### src/rtl/enc8to3_q.sv
// rtl/enc8to3_q.sv - queued 8-to-3 request encoder; optional ENC_ROUND_ROBIN_EN selects round-robin arbitration
module enc8to3_q (
  input  logic       clk,
  input  logic       rst_n,
  input  logic [7:0] req_n,
  input  logic       ready,
  output logic [2:0] code,
  output logic       valid,
  output logic [7:0] pend,
  output logic       drop,
  output logic       idle
);

  typedef enum logic {
    EMPTY = 1'b0,
    FULL  = 1'b1
  } state_t;

  state_t     state;
  logic [7:0] req;
  logic       load;
  logic [2:0] sel;
  logic [7:0] clr;

  // Requests arrive active-low to pair with the 3-to-8 decoder outputs.
  assign req   = ~req_n;
  assign valid = (state == FULL);
  assign idle  = (pend == 8'h00) && !valid;

  // A new code is taken whenever something is pending and the output slot is free or being drained.
  assign load = (pend != 8'h00) && ((state == EMPTY) || ready);

`ifdef ENC_ROUND_ROBIN_EN
  logic [2:0] ptr;

  // Round-robin search: start just after the last served index, first pending index wins.
  always_comb begin
    sel = 3'd0;
    for (int k = 8; k >= 1; k--) begin
      if (pend[3'(ptr + 3'(k))]) begin
        sel = 3'(ptr + 3'(k));
      end
    end
  end

  // Pointer follows the most recently served index; reset value 7 makes index 0 searched first.
  always_ff @(posedge clk or negedge rst_n) begin
    if (!rst_n) begin
      ptr <= 3'd7;
    end else if (load) begin
      ptr <= sel;
    end
  end
`else
  // Fixed priority: the highest pending index wins, so later (higher) hits overwrite lower ones.
  always_comb begin
    sel = 3'd0;
    for (int i = 0; i < 8; i++) begin
      if (pend[i]) begin
        sel = 3'(i);
      end
    end
  end
`endif

  // Only the bit being served is cleared; a simultaneous new request on that bit re-sets it.
  always_comb begin
    clr = 8'h00;
    if (load) begin
      clr[sel] = 1'b1;
    end
  end

  // Pending vector, overflow flag and the EMPTY/FULL output stage with registered code.
  always_ff @(posedge clk or negedge rst_n) begin
    if (!rst_n) begin
      pend  <= 8'h00;
      drop  <= 1'b0;
      code  <= 3'd0;
      state <= EMPTY;
    end else begin
      pend <= (pend & ~clr) | req;
      drop <= |(req & pend & ~clr);
      case (state)
        EMPTY: begin
          if (load) begin
            code  <= sel;
            state <= FULL;
          end
        end
        FULL: begin
          if (ready) begin
            if (load) begin
              code <= sel;
            end else begin
              state <= EMPTY;
            end
          end
        end
        default: state <= EMPTY;
      endcase
    end
  end

endmodule

### config.mk
export PLATFORM = sky130hd
export DESIGN_NAME = enc8to3_q
export DESIGN_NICKNAME = d
export VERILOG_FILES = /design/src/rtl/enc8to3_q.sv
export SDC_FILE = /design/constraint.sdc
export NUM_CORES = 1
export LEC_CHECK = 0
export CORE_MARGIN = 3
export CORE_UTILIZATION = 41
export CTS_BUF_LIST = sky130_fd_sc_hd__clkbuf_16
export DETAILED_ROUTE_END_ITERATION = 16
export PLACE_DENSITY_LB_ADDON = 0.12
export SLEW_MARGIN = 30
export SYNTH_ARGS = -nofsm -noshare
export SYNTH_HDL_FRONTEND = slang
export SYNTH_SLANG_ARGS = --single-unit
### constraint.sdc
create_clock -name clk -period 1.7 [get_ports clk]
set_input_delay 0.17 -clock clk [delete_from_list [all_inputs] [get_ports clk]]
set_output_delay 0.17 -clock clk [all_outputs]
set_load 0.005 [all_outputs]
## Yosys cells after proc, flatten, opt, wreduce, memory -nomap -nowiden

Cells that the tools add are included.

- Bits of input ports: 11
- Output and inout bits: 14
- Register bits after elaboration: 13
- Logic and storage cells: 38

- Bitwise operators: 7
- Eq/ne operators: 1
- Reduce and logical (&&, ||, !) cells: 8
- $lt $le $gt $ge: 2
- Multiplexer cells: 16

Operator list:

| cell | count |
|---|---|
| AND 8 bit | 3 |
| two-way mux 3 bit | 7 |
| inverter 8 bit | 2 |
| logical NOT 8 bit | 1 |
| two-way mux 8 bit | 1 |
| bitwise OR 8 bit | 1 |
| nonzero test 8 bit | 1 |
| OR reduction 8 bit | 1 |
| one-hot mux 3 bit (2 select lines) | 1 |
| less-than comparator 3 x 4 -> 1 bit, second input constant | 1 |
| two-way mux 1 bit | 4 |
| demux 1 bit (select 3 bit) | 1 |
| greater-or-equal comparator 3 x 1 -> 1 bit, second input constant | 1 |
| logical AND 1 bit | 3 |
| two-way mux 2 bit | 1 |
| inequality test 2 bit, second input constant | 1 |
| one-hot mux 1 bit (2 select lines) | 1 |
| logical NOT 1 bit | 1 |
| logical OR 1 bit | 1 |
| inverter 1 bit | 1 |

## Depth between registers and ports, before layout

- Depth in word-level cells: 15
- Gate-level depth with buffers: 6
- Mapped depth without buffers: 5

## Least setup slack after synthesis

OpenSTA, ideal clock, no wires.

- Path kind: reg-to-reg
- From: register pend[5]
- To: register drop
- Period minus slack after synthesis: 1.446 ns
- Arrival: 1.305 ns
- Required time: 1.559 ns
- Slack: 0.254 ns
- Buffers on the path: 0
- Stages on the path, launching flop included: 5
- Library setup time: 0.141 ns
- Cells stage by stage: dfrtp_1 nor4_4 nand2_2 a221oi_1 o211ai_1

- Longest elaborated chain between the ends: 11
- Elaborated cells on any way between the ends: 15
- Those cells by class: order compare: 2; mux: 6; bitwise: 3; reduce/logical: 4

Ends and longest elaborated chain:

| what | line | RTL |
|---|---|---|
| start: declaration | 9 | `output logic [7:0] pend,` |
| start signal: assignment | 82 | `pend <= (pend & ~clr) \| req;` |
| two-way mux 3 bit (3 in a row) | 59 | `if (pend[i]) begin` |
| less-than comparator 3 x 4 -> 1 bit (not written as such) or greater-or-equal comparator 3 x 1 -> 1 bit (tied branches) | 70 | `clr[sel] = 1'b1;` |
| logical AND 1 bit (not written as such) | 70 |  |
| two-way mux 1 bit (not written as such) | 70 |  |
| demux 1 bit (select 3 bit) | 70 |  |
| two-way mux 8 bit | 69 | `if (load) begin` |
| inverter 8 bit | 83 | `drop <= \|(req & pend & ~clr);` |
| AND 8 bit * | 83 |  |
| OR reduction 8 bit * | 83 |  |
| end signal: assignment | 83 |  |
| end: declaration | 10 | `output logic drop,` |

Every way passes the cells marked *; elsewhere a longest branch is shown, timed or not.
A chain may end at the register's enable or synchronous reset.

## Worst setup path after layout

- From: register pend[2]
- To: output port idle

- Longest elaborated chain between the ends: 2

Ends and longest elaborated chain:

| what | line | RTL |
|---|---|---|
| logical NOT 8 bit | 28 | `assign idle = (pend == 8'h00) && !valid;` |
| logical AND 1 bit | 28 |  |
| end: declaration | 11 | `output logic idle` |

Every way passes these cells.

==> impl_metrics.ini <==
[run_status]
outcome = finished clean

[yosys]
synth_top_area_cell = dfrtp_1
netlist_area_um2 = 631
yosysSeqAreaShare = 0.516
synth_fp_nets = 79
synthTopCellsByArea = dfrtp_1, nand2_1, o21ai_0
netlist_instances = 68
ys_seq_elements = 13
synth_cell_types = 21
synth_area_per_cell_um2 = 9.27
synth_top_area_share = 0.516
yosysWarnings = 0

[clocking]
cts_tree = done
cts.clk_slew.worst_paths_ps = 40
cts.sinks = 13
clock_path_buffers = 2
cts_made_buffers = 3
cts_root_buf = clkbuf_16
clock_latency_ps = 240
cts-htree-levels = 1

[timing]
rsz0062_at_grt = false
hold_viol = 0
tns_ps = 0
tightest_slew_ps = 580
slew_headroom = 0.612
fin_ws_ps = 128
fmax_ghz = 0.636
min_period_ps = 1570
skew_ps = 1.59
timing.final.crit_share = 0.925
drv_slew = 0
hold_ws_ps = 307
setup-violations-final = 0

[pwr]
p_clk_frac = 0.505
p_sw_frac = 0.198
powerDensity_mw_per_mm2 = 814
leakagePower_nw = 0.421
pwr-share-seq = 0.385
power.net_switching_uw = 168
p_comb_frac = 0.110
ir_worst_vdd_uv = 851
power_uw = 849
p_int_uw = 681

[cells_and_area]
final_core_util = 0.763
final_cells = 119
num_antenna_cells = 0
num-nets-final = 116
fill_cells = 110
fin_area_mm2 = 0.00104
multi_input_area_um2 = 302
drive_above_1_share = 0.173
area_growth_pct = 65.3
seq_area_um2 = 325

[floorplanning]
start_util = 0.462
dieArea_mm2 = 0.00204
fp-row-count = 13
ios = 25
dieHeight_um = 45.2
core_mm2 = 0.00137
die_w_um = 45.2

[route]
drt_iter0_drc = 12
drc = 0
vias_per_cell = 5.36
totalWireLength_um = 1790
wl_per_cell_um = 15.0
drtAntennaViolNets = 0
dr.pass1.iters = 4
vias = 638

[worst_setup_path]
regToRegSetupSlack_ps = 150
slowest_stage = dfrtp_1
worstSetupPathType = flop to output port
start_kind = flop
crit_path_max_incr_delay_ps = 400
rr_startpoint = pend[5]$_DFF_PN0_
reg2reg_to = drop$_DFF_PN0_
rr_worst_depth = 5
crit_chain = nor4_2 > nand2_1 > nor2_1 > dlygate4sd2_1
worstPathMaxFanout = 2
cp.arrival_ps = 1400
endpoint_kind = output port
critPathRequiredTime_ps = 1530

[grt]
grt_antenna_before_repair = 0
grt_remaining_overflow = 0
grt_start_max_net_pins = 14
grt_first_pass_wirelength_um = 3070
first_global_vias = 657
track_usage = 0.215

[flow_run]
cap_violations = 0

[place]
dpl_worst_slack_ps = 70.9
io_buffers = 24
dp.cells = 114
place_congestion = 0.885
hpwlAfterDp_um = 1370
dpl_cell_area_um2 = 946

[min_path]
hold_class = input pin to async pin
## registers in the layout, summed over array words and instances (netlist names)
name	cells
drop	1
code	3
valid	1
pend	8
## cell usage in the layout (no fill, tap or decap)
| master | instances |
|---|---|
| clkdlybuf4s50_1 | 23 |
| dfrtp_1 | 13 |
| nand2_1 | 12 |
| buf_4 | 9 |
| o21ai_0 | 8 |
| nor2_1 | 7 |
| inv_1 | 4 |
| a21oi_1 | 4 |
| nor2b_1 | 3 |
| nor3_1 | 3 |
| clkbuf_16 | 3 |
| nand2b_1 | 2 |
| o31ai_2 | 1 |
| nor4_4 | 1 |
| nand2_2 | 1 |
| o31ai_1 | 1 |
| o41ai_2 | 1 |
| o22ai_1 | 1 |
| a211oi_1 | 1 |
| a221oi_2 | 1 |
| o211ai_1 | 1 |
| nor4_2 | 1 |
| nand3_1 | 1 |
| a31oi_1 | 1 |
| dlygate4sd2_1 | 1 |
## power by group through the flow
stage	logic, mW	registers (mW)	clock network (mW)
floorplan	0.0228	0.335	0
global placement	0.0900	0.330	0
detailed placement	0.0908	0.331	0
CTS	0.0921	0.327	0.437
global route	0.102	0.327	0.459
finish	0.0938	0.327	0.428
## synthesized netlist by cell type (all sizes together)
master,instances
o22ai,1
a31oi,1
clkbuf,1
nor3,3
o41ai,1
a211oi,1
dfrtp,13
o211ai,1
o21ai,8
o31ai,2
a221oi,1
nor2,7
nand3,1
nor4,2
nor2b,3
nand2b,2
nand2,13
inv,3
a21oi,4
## area by class of cell
class                   instances  share of cell area
clock buffers                   3              0.0720
multi-input cells              51               0.289
flip-flops and latches         13               0.312
inverters                       3              0.0108
repair buffers                 33               0.294
well taps                      15              0.0180
clock inverters                 1             0.00360
## worst max path at each step
stage	start	to	slack [ps]	depth (start not counted)
after CTS	pend[6]$_DFF_PN0_	drop$_DFF_PN0_	110	5
after global routing	pend[5]$_DFF_PN0_	drop$_DFF_PN0_	30	5
final	pend[2]$_DFF_PN0_	idle	130	4
after global placement	pend[3]$_DFF_PN0_	idle	130	4
after detailed placement	ready	drop$_DFF_PN0_	70	6
after floorplan	pend[5]$_DFF_PN0_	drop$_DFF_PN0_	250	4
## layer usage
metal  routed length, µm  GRT usage  share of wire
met1                 798      0.286           0.45
met2                 883      0.350           0.49
met3                  88     0.0518          0.049
met4                  19     0.0526          0.011
met5                   0          0              0
## cells by family after synthesis
kind of cell	count (synthesis)	synth area share
AOI/OAI and AO/OA	20	0.202
DFF	13	0.516
buffers and inverters	4	0.0238
and+or+nand+nor	31	0.258
## repair_timing
item | CTS | global route
hold buffers | 0 | 0
endpoints found under the setup margin | 1 | 1
hold endpoints to repair | 0 | 0
pin swaps | 2 | 0
gates cloned | 0 | 0
setup buffers | 1 | 0
gates resized for setup | 1 | 2
## critical path, delay by kind of cell, from the launching register on
kind	cells	cell delay [ps]
flip-flops	1	400
buffers and inverters	1	230
AND/OR/NAND/NOR	3	540
(Power assumes the default switching activity.)
